===== config.mk =====
export PLATFORM = sky130hd
export DESIGN_NAME = fifo_loader
export DESIGN_NICKNAME = d
export VERILOG_FILES = /design/src/rtl/fifo_loader.sv
export SDC_FILE = /design/constraint.sdc
export NUM_CORES = 1
export LEC_CHECK = 0
export CAP_MARGIN = 5
export CORE_MARGIN = 10
export CORE_UTILIZATION = 35
export CTS_BUF_LIST = sky130_fd_sc_hd__clkbuf_8
export DETAILED_ROUTE_END_ITERATION = 10
export GPL_TIMING_DRIVEN = 0
export SETUP_SLACK_MARGIN = 0.5
export SLEW_MARGIN = 5
export SYNTH_ARGS = -nofsm -noshare
export SYNTH_HDL_FRONTEND = slang
export SYNTH_SLANG_ARGS = --single-unit

===== constraint.sdc =====
create_clock -name clk -period 3.15 [get_ports clk]
set_clock_uncertainty 0.2 [all_clocks]
set_input_delay 0.945 -clock clk [delete_from_list [all_inputs] [get_ports clk]]
set_output_delay 0.945 -clock clk [all_outputs]
set_load 0.01 [all_outputs]

===== src/rtl/fifo_loader.sv =====
// fifo_loader: assembles 12-bit words from two-byte host frames and writes
// them into a downstream 2^DEPTH_LOG2-entry FIFO. It tracks occupancy so the
// FIFO is never overrun, and it decodes the CLEAR command (0xC0).
// Optional build macro: FIFO_LOADER_WCOUNT_EN adds the saturating 16-bit
// words_loaded counter output.
module fifo_loader #(
  parameter int DEPTH_LOG2 = 8
) (
  input  logic                  clk,
  input  logic                  rst_n,
  input  logic                  byte_valid,
  input  logic [7:0]            byte_data,
  output logic                  byte_ready,
  input  logic                  rd_pop,
  output logic                  data_write,
  output logic [11:0]           data_in,
  output logic                  fifo_clr,
  output logic [DEPTH_LOG2:0]   level,
  output logic                  full,
`ifdef FIFO_LOADER_WCOUNT_EN
  output logic [15:0]           words_loaded,
`endif
  output logic                  frame_err
);

  localparam logic [DEPTH_LOG2:0] LEVEL_MAX = {1'b1, {DEPTH_LOG2{1'b0}}};

  typedef enum logic {IDLE, HAVE_HI} state_t;

  state_t     state_q, state_d;
  logic [5:0] hi_reg;
  logic       accept;
  logic       is_hi, is_lo, is_clr;
  logic       hi_load, frame_done, clear_cmd, set_err;
  logic       pop_ok;

  assign full   = (level == LEVEL_MAX);
  assign pop_ok = rd_pop && (level != '0);

  // Handshake, byte classification and next-state decode
  always_comb begin
    state_d    = state_q;
    hi_load    = 1'b0;
    frame_done = 1'b0;
    clear_cmd  = 1'b0;
    set_err    = 1'b0;
    // LO bytes stall only in HAVE_HI; IDLE may always take HI or command bytes.
    byte_ready = rst_n && !fifo_clr && ((state_q == IDLE) || !full);
    accept     = byte_valid && byte_ready;
    is_hi      = (byte_data[7:6] == 2'b10);
    is_lo      = !byte_data[7];
    is_clr     = (byte_data == 8'hC0);
    if (accept) begin
      if (is_clr) begin
        state_d   = IDLE;
        clear_cmd = 1'b1;
      end else begin
        case (state_q)
          IDLE: begin
            if (is_hi) begin
              state_d = HAVE_HI;
              hi_load = 1'b1;
            end else if (is_lo) begin
              set_err = 1'b1;
            end
          end
          HAVE_HI: begin
            if (is_lo) begin
              state_d    = IDLE;
              frame_done = 1'b1;
            end else if (is_hi) begin
              hi_load = 1'b1;
              set_err = 1'b1;
            end
          end
          default: state_d = IDLE;
        endcase
      end
    end
  end

  // Frame state register
  always_ff @(posedge clk or negedge rst_n) begin
    if (!rst_n) state_q <= IDLE;
    else        state_q <= state_d;
  end

  // Upper six bits of the word being assembled
  always_ff @(posedge clk or negedge rst_n) begin
    if (!rst_n)       hi_reg <= '0;
    else if (hi_load) hi_reg <= byte_data[5:0];
  end

  // FIFO write port and clear strobe, one cycle after the accepting edge
  always_ff @(posedge clk or negedge rst_n) begin
    if (!rst_n) begin
      data_write <= 1'b0;
      data_in    <= '0;
      fifo_clr   <= 1'b0;
    end else begin
      data_write <= frame_done;
      fifo_clr   <= clear_cmd;
      if (frame_done) data_in <= {hi_reg, byte_data[5:0]};
    end
  end

  // Occupancy: counted at frame completion so full is exact; clear wins
  always_ff @(posedge clk or negedge rst_n) begin
    if (!rst_n) begin
      level <= '0;
    end else if (clear_cmd) begin
      level <= '0;
    end else if (!fifo_clr) begin
      case ({frame_done, pop_ok})
        2'b10:   level <= level + 1'b1;
        2'b01:   level <= level - 1'b1;
        default: level <= level;
      endcase
    end
  end

  // Sticky framing error, cleared only by reset or CLEAR
  always_ff @(posedge clk or negedge rst_n) begin
    if (!rst_n)         frame_err <= 1'b0;
    else if (clear_cmd) frame_err <= 1'b0;
    else if (set_err)   frame_err <= 1'b1;
  end

`ifdef FIFO_LOADER_WCOUNT_EN
  // Saturating count of words written since reset or the last CLEAR
  always_ff @(posedge clk or negedge rst_n) begin
    if (!rst_n)
      words_loaded <= '0;
    else if (clear_cmd)
      words_loaded <= '0;
    else if (data_write && (words_loaded != 16'hFFFF))
      words_loaded <= words_loaded + 16'd1;
  end
`endif

endmodule

== Yosys cells after proc, flatten, opt, wreduce, memory -nomap -nowiden ==
Index checks and enable logic that the tools add are counted.

* Flip-flop bits (word level): 31
* Bits of input ports: 12
* Output and inout port bits: 26
* Word-level logic and storage cells: 50

* Add/subtract/negate cells: 2
* Equal/unequal tests: 6
* Multiplexer cells: 23
* Bitwise gates (word level): 1
* Reductions and logical operators: 11

{| class="wikitable"
|+ Operators by type and width
! kind !! number
|-
| 9-bit 2-to-1 mux || 2
|-
| 9-bit one-hot mux with 2 select lines || 1
|-
| 1-bit 2-to-1 mux || 17
|-
| 9-bit by 1-bit adder with 9-bit output, second input constant || 1
|-
| 9-bit == test, second input constant || 1
|-
| 9-bit nonzero test || 1
|-
| 9-bit by 1-bit subtractor with 9-bit output, second input constant || 1
|-
| 8-bit == test, second input constant || 1
|-
| 1-bit one-hot mux with 2 select lines || 3
|-
| 2-bit == test, second input constant || 2
|-
| 1-bit logical AND || 4
|-
| 3-bit nonzero test || 1
|-
| 2-bit by 1-bit == test with 1-bit output, second input constant || 1
|-
| 1-bit zero test || 2
|-
| 2-bit by 1-bit != test with 1-bit output, second input constant || 1
|-
| 2-bit AND reduction || 1
|-
| 2-bit nonzero test || 1
|-
| 1-bit logical OR || 1
|-
| 1-bit NOT || 1
|}

== Longest topological paths before layout ==
Gate-level depths: netlist of the first run.

* Word-level depth: 10
* Mapped depth: 10
* Depth with buffers taken out: 10

== Least setup slack after synthesis of the first run ==
Ideal clock, no wire load.

* Kind: input to register
* Start point: in rst_n
* End point: reg level[8]
* Setup time: 0.119 ns
* Arrival time: 3.075 ns
* Path slack: -0.245 ns
* Stages: 10
* Path through: nand3b_1 > nor2_1 > a21oi_1 > ha_1 > a21oi_1 > o211ai_1 > o41ai_1 > xor2_1 > nand3b_1 > o21ai_2

* Cells in the longest elaborated chain, start to end: 8
* Elaborated cells between the ends (all ways): 13

{| class="wikitable"
|+ Ends and longest elaborated chain
! item !! line !! RTL
|-
| start, declared || 10 || <nowiki>input logic rst_n,</nowiki>
|-
| 1-bit logical AND (*) (2 in series) || 48 || <nowiki>byte_ready = rst_n && !fifo_clr && ((state_q == IDLE) || !full);</nowiki>
|-
| 1-bit logical AND (*) || 49 || <nowiki>accept = byte_valid && byte_ready;</nowiki>
|-
| 1-bit 2-to-1 mux || 53 || <nowiki>if (accept) begin</nowiki>
|-
| 2-bit by 1-bit == test with 1-bit output / 2-bit == test (equally long branches) || 114 || <nowiki>case ({frame_done, pop_ok})</nowiki>
|-
| 9-bit one-hot mux with 2 select lines || 114 ||
|-
| 9-bit 2-to-1 mux || 113 || <nowiki>end else if (!fifo_clr) begin</nowiki>
|-
| 9-bit 2-to-1 mux || 111 || <nowiki>end else if (clear_cmd) begin</nowiki>
|-
| end signal, assigned || 115 || <nowiki>2'b10: level <= level + 1'b1;</nowiki>
|-
| end signal, assigned || 116 || <nowiki>2'b01: level <= level - 1'b1;</nowiki>
|-
| end signal, assigned || 117 || <nowiki>default: level <= level;</nowiki>
|-
| end, declared || 18 || <nowiki>output logic [DEPTH_LOG2:0] level,</nowiki>
|}

Mark *: on every way between the ends. The rest lies on a longest branch, timed or not. The select of a mux whose other input is x is not followed.
A chain may end at the register's enable or synchronous reset.

== Worst setup path in the final report of the first run ==
* Start point: reg level[3]
* End point: reg level[7]

* Cells in the longest elaborated chain, start to end: 10
* Elaborated cells between the ends (all ways): 19

{| class="wikitable"
|+ Ends and longest elaborated chain
! item !! line !! RTL
|-
| 9-bit == test || 37 || <nowiki>assign full = (level == LEVEL_MAX);</nowiki>
|-
| 1-bit zero test || 48 ||
|-
| 1-bit logical OR || 48 ||
|-
| 1-bit logical AND || 48 ||
|-
| 1-bit logical AND || 49 ||
|-
| 1-bit 2-to-1 mux || 53 ||
|-
| 2-bit by 1-bit == test with 1-bit output / 2-bit == test (equally long branches) || 114 ||
|-
| 9-bit one-hot mux with 2 select lines || 114 ||
|-
| 9-bit 2-to-1 mux || 113 ||
|-
| 9-bit 2-to-1 mux || 111 ||
|}

Parallel ways exist; a longest one is shown, timed or not. The select of a mux whose other input is x is not followed.

==> impl_metrics.ini, run 1 <==
[run_status]
outcome = finished, violations left
violations = setup timing

[timing]
slew_violations = 0
final.setup.tns_ns = -0.103
whs_ns = 0.252
setup_viol = 2
hold_violations = 0
timing.final.crit_share = 1.03
period_minus_slack_ns = 3.24
fmax_ghz = 0.309
setup_slack_ns = -0.0910
worstMarginPinSlew_ns = 0.469
rsz0062_at_grt = true
slew_headroom = 0.688

[floorplan]
die-area_sq_mm = 0.00791
rows = 25
die_h_microns = 88.9
dieWidth_microns = 88.9
core_area_sq_mm = 0.00466
start_util = 0.357
pin_count = 38

[placement]
place_congestion = 0.791
dpl-instance-area_sq_mm = 0.00215
dp_cells = 230
dp_hpwl_mm = 3.02
io_buffers = 37

[worst_setup_path]
r2r_setup_slack_ns = -0.09
cp-end-kind = flop
path_class = flop to flop
crit_fanout = 6
start_kind = flop
r2r_cells = 11
arrival_ns = 3.21
critPathRequiredTime_ns = 3.12
r2r_start = level[3]
r2r-end = level[7]

[routing]
drt_iter0_markers = 25
dr_total_vias = 1378
viasPerCell = 5.18
dr.pass1.iters = 4
drt-wirelength-per-cell_microns = 17.0
drtAntennaViolNets = 0
drc = 0
totalWireLength_mm = 4.52

[yosys]
avgSynthCellArea_sq_um = 12.0
syn_nets = 159
ys_warn_count = 0
synthArstFlopShare = 1.00
ys_seq_area_frac = 0.467
yosysMostFrequentCell = dfrtp_1
synth_enable_flop_cells = 0
synthDistinctLibCells = 37
synthFlopType = dfrtp_1
ys_seq_elements = 31
post-synth-top-area-fraction = 0.467
yosys-top-cells-area = dfrtp_1, mux2_2, ha_1, a22o_1, o31ai_4
postSynthCellCount = 139
yosys.area.top_type = dfrtp_1
yosys-top-cells-count = dfrtp_1, mux2_2, nor2_1
syn_area_sq_mm = 0.00166

[clock_network]
clk_path_buf_depth = 2
cts_tree = done
cts.sinks = 31
insertion_delay_ns = 0.28
ctsRootBufferMaster = clkbuf_8
path_clk_slew_ns = 0.07
cts_inserted_buffers = 5
cts.htree.levels = 2
cts_hold_buf = 0

[power]
ir_drop_mv = 0.407
p_sw_mw = 0.801
power_frac_comb = 0.527
pwr-share-seq = 0.297
switching_share = 0.346
pwr-share-clk = 0.176
p_int_mw = 1.51
power_density_mw_per_mm2 = 857
power_mw = 2.31
power.static_leakage_nw = 1.16

[global_route]
grt_max_degree = 34
grt_use_total = 0.112
grt_pass1_wl_mm = 6.89
grt_overflow = 0
antenna_found_initial = 0
grt_pass1_vias = 1425

[run]
maxCapViolations = 0

[layout]
finalNonFillerCells = 266
fill_cells = 371
drive_above_1_share = 0.472
insertedDiodeCount = 0
syn_to_final_growth_pct = 62.2
design_area_sq_mm = 0.00270
finish.net_count = 231
largest_reg_flops = 12

[hold_path]
worstHoldPathType = input pin to async pin
## worst max path at each step
stage / from / to / slack, ns / depth (start not counted)
detailed placement: rst_n / level[8] / -0.93 / 11
global route: level[3] / level[7] / -0.22 / 11
floorplan: level[2] / level[8] / 0.12 / 10
global placement: rst_n / level[8] / -1.87 / 11
CTS: level[6] / level[8] / -0.11 / 10
finish: level[3] / level[7] / -0.09 / 11
## through the flow
step,setup WS [ns],utilization
CTS,-0.106,0.527
floorplan,0.116,-
global route,-0.224,0.579
finish,-0.0910,0.579
detailed placement,-0.932,0.461
global placement,-1.87,0.462
## power groups by stage
stage / clock (mW) / sequential (mW) / combinational [mW]
after global routing: 0.432 / 0.708 / 1.32
after floorplan: 0 / 0.713 / 0.546
final: 0.408 / 0.686 / 1.22
after CTS: 0.416 / 0.692 / 1.09
after global placement: 0 / 0.678 / 0.935
after detailed placement: 0 / 0.689 / 0.960
## cell usage in the layout, fill, tap and decap left out, types with 4 or more instances in the layout
cell              n
buf_4            20
clkbuf_8          6
buf_6            10
inv_1             4
a22o_1            7
dfrtp_1          24
a21oi_2           4
xnor2_1           4
mux2_2           13
dfrtp_2           7
nor2_1            7
ha_4              4
mux2_4            6
nand2_1           4
clkdlybuf4s50_1  28
## worst max-delay path: stages (launching register included)
cell and delay (ns):
dfrtp_2 0.42, or4_4 0.56, o31ai_4 0.32, a21oi_4 0.11, buf_6 0.14, ha_4 0.20, a21o_1 0.17, a211oi_2 0.23
nor2_2 0.07, o41ai_2 0.38, xnor2_1 0.11, a22o_1 0.20
## logic make-up (layout without fill, tap and decap cells)
family,Yosys count,after routing,synth area share
adder cells (fa/ha/maj),8,8,0.0647
AND/OR/NAND/NOR,34,34,0.108
XOR/XNOR,7,7,0.0369
AO/OA/AOI/OAI,32,32,0.165
flip-flops,31,31,0.467
buffers and inverters,7,80,0.0218
multiplexers,20,20,0.137
## final cells by class
cell class              instances  area [sq um]  share of cell area
repair buffers                 65           639               0.237
plain buffers                   3          27.5              0.0102
well taps                      54          67.6              0.0250
clock inverters                 2          35.0              0.0130
multi-input cells             101          1050               0.388
flip-flops and latches         31           785               0.291
clock buffers                   6          82.6              0.0306
inverters                       4          15.0             0.00557
## metal layers
| metal | vias up | wire, microns | track usage |
|---|---|---|---|
| li1 | 659 | - | - |
| met1 | 675 | 1740 | 0.115 |
| met2 | 35 | 2360 | 0.201 |
| met3 | 9 | 308 | 0.0374 |
| met4 | 0 | 104 | 0.0499 |
| met5 | - | 0 | 0 |
## repair_timing
item,CTS,global route
cloned,0,2
setup endpoints to repair,31,31
buffers inserted,14,12
resized for setup,20,43
pin swaps,12,13
No activity file was read; power rests on OpenSTA's default activity.
==> run 2, diff against run 1 <==
--- a/config.mk
+++ b/config.mk
@@ -10,7 +10,6 @@
 export CORE_UTILIZATION = 35
 export CTS_BUF_LIST = sky130_fd_sc_hd__clkbuf_8
 export DETAILED_ROUTE_END_ITERATION = 10
-export GPL_TIMING_DRIVEN = 0
 export SETUP_SLACK_MARGIN = 0.5
 export SLEW_MARGIN = 5
 export SYNTH_ARGS = -nofsm -noshare
==> run 2 against run 1 <==
The run now ends clean. Count of clock-buffer cells in the layout stayed put. Global-route usage is 2.0 points higher. Register-to-register slack better by 0.21 ns. Total power is 4.7% higher. Die area stayed put.
==> impl_metrics.ini, run 2 (synthesis results as in run 1) <==
[routing]
dr_total_vias = 1513
drt-wirelength-per-cell_microns = 17.5
dr.pass1.iters = 4
drtAntennaViolNets = 0
drc = 0
viasPerCell = 5.18
drt_iter0_markers = 109
totalWireLength_mm = 5.10

[global_route]
grt_max_degree = 20
grt_use_total = 0.131
grt_pass1_wl_mm = 8.00
grt_pass1_vias = 1712
antenna_found_initial = 0
grt_overflow = 0

[layout]
largest_reg_flops = 12
insertedDiodeCount = 0
finalNonFillerCells = 292
layout_commonest_cell = buf_4
multi_input_area_sq_mm = 0.00113
design_area_sq_mm = 0.00295
drive_above_1_share = 0.521
finish.net_count = 258
fill_cells = 364
fin_util = 0.632
final_cell_mix = buf_4, dfrtp_1, clkdlybuf4s50_1
syn_to_final_growth_pct = 77.2
regArea_sq_um = 777

[run_status]
outcome = finished, final reports clean

[timing]
hold_violations = 0
whs_ns = 0.292
rsz0062_at_grt = true
worstMarginPinSlew_ns = 0.475
fmax_ghz = 0.329
setup_slack_ns = 0.115
period_minus_slack_ns = 3.03
slew_headroom = 0.684
slew_violations = 0
timing.final.crit_share = 0.963
setup_viol = 0
final.setup.tns_ns = 0

[floorplan]
die_h_microns = 88.9
rows = 25
pin_count = 38
dieWidth_microns = 88.9
core_area_sq_mm = 0.00466
start_util = 0.357
die-area_sq_mm = 0.00791

[run]
maxCapViolations = 0

[worst_setup_path]
r2r_cells = 12
cp_top_family = compound AO/OA/AOI/OAI gates
crit_fanout = 5
path_class = flop to flop
crit_slowest_cell = or4_4
cp.depth = 12
crit_chain = or4_4 > o31ai_4 > a21oi_4 > ha_1 > a21o_1 > a211oi_2 > nor2_2 > buf_4 > buf_6 > nor2_4 > xnor2_2 > a22o_1
cp-end-kind = flop
r2r_start = level[1]
crit_end = level[5]
start_kind = flop
cpPeakStageDelay_ns = 0.56
critPathBufInv = 2
r2r_setup_slack_ns = 0.12
arrival_ns = 3.00
r2r-end = level[5]
cp-startpoint = level[1]
critPathRequiredTime_ns = 3.12

[placement]
io_buffers = 37
dp_hpwl_mm = 3.55
place_congestion = 0.864
pre_cts_ws_ns = -0.466
dpl-instance-area_sq_mm = 0.00243
dp_cells = 267

[clock_network]
ctsRootBufferMaster = clkbuf_8
cts.htree.levels = 2
cts_inserted_buffers = 5
cts_tree = done
insertion_delay_ns = 0.29
cts.sinks = 31
path_clk_slew_ns = 0.06
clk_path_buf_depth = 2

[hold_path]
worstHoldPathType = flop to flop

[power]
power_density_mw_per_mm2 = 821
ir_drop_mv = 0.477
power_mw = 2.42
power.static_leakage_nw = 1.32
[run 2: changes by cell type in the layout (fill, tap and decap cells not counted), moves of 6 or more]
cell     change
buf_4       +22
mux2_2       -7
mux2_4       +7
buf_6        +6
dfrtp_1      +6
dfrtp_2      -6
[run 2: how the worst min path moves through the flow]
stage | startpoint | to | slack (ns) | cells after the start
after floorplan | hi_reg[0] | hi_reg[0] | 0.27 | 1
after global placement | frame_err | frame_err | 0.27 | 2
after detailed placement | frame_err | frame_err | 0.28 | 2
after CTS | frame_err | frame_err | 0.30 | 2
after global routing | data_in[9] | data_in[9] | 0.32 | 1
final | frame_err | frame_err | 0.29 | 2
[run 2: area by class of cell]
type | instances | share of cell area
clock inverters | 1 | 0.00170
multi-input cells | 102 | 0.383
well taps | 54 | 0.0229
clock buffers | 6 | 0.0280
flip-flops and latches | 31 | 0.264
repair buffers | 94 | 0.296
inverters | 4 | 0.00510
[run 2: timing repair]
item,4_1_cts,5_1_grt
hold buffers,0,0
resized for setup,38,40
pin swaps,25,18
endpoints found under the setup margin,20,31
setup buffers,12,5
cloned,1,0
[run 2: worst min-delay path, cell delays in order (launching register included)]
cell,delay [ns]
dfrtp_1,0.35
nand2_1,0.05
o21ai_0,0.06
[run 2: report_power, final]
| group | internal [mW] | total, mW | leakage (nW) | switching (mW) |
|---|---|---|---|---|
| Combinational | 0.849 | 1.47 | 0.904 | 0.625 |
| Sequential | 0.537 | 0.628 | 0.373 | 0.0916 |
| Clock | 0.171 | 0.317 | 0.0470 | 0.146 |
[run 2: metal layers]
layer	track usage	up-vias	part of all wire
met5	0	-	0
met4	0.0793	0	0.031
met3	0.0447	14	0.067
met2	0.233	39	0.51
met1	0.129	739	0.39
li1	-	721	-
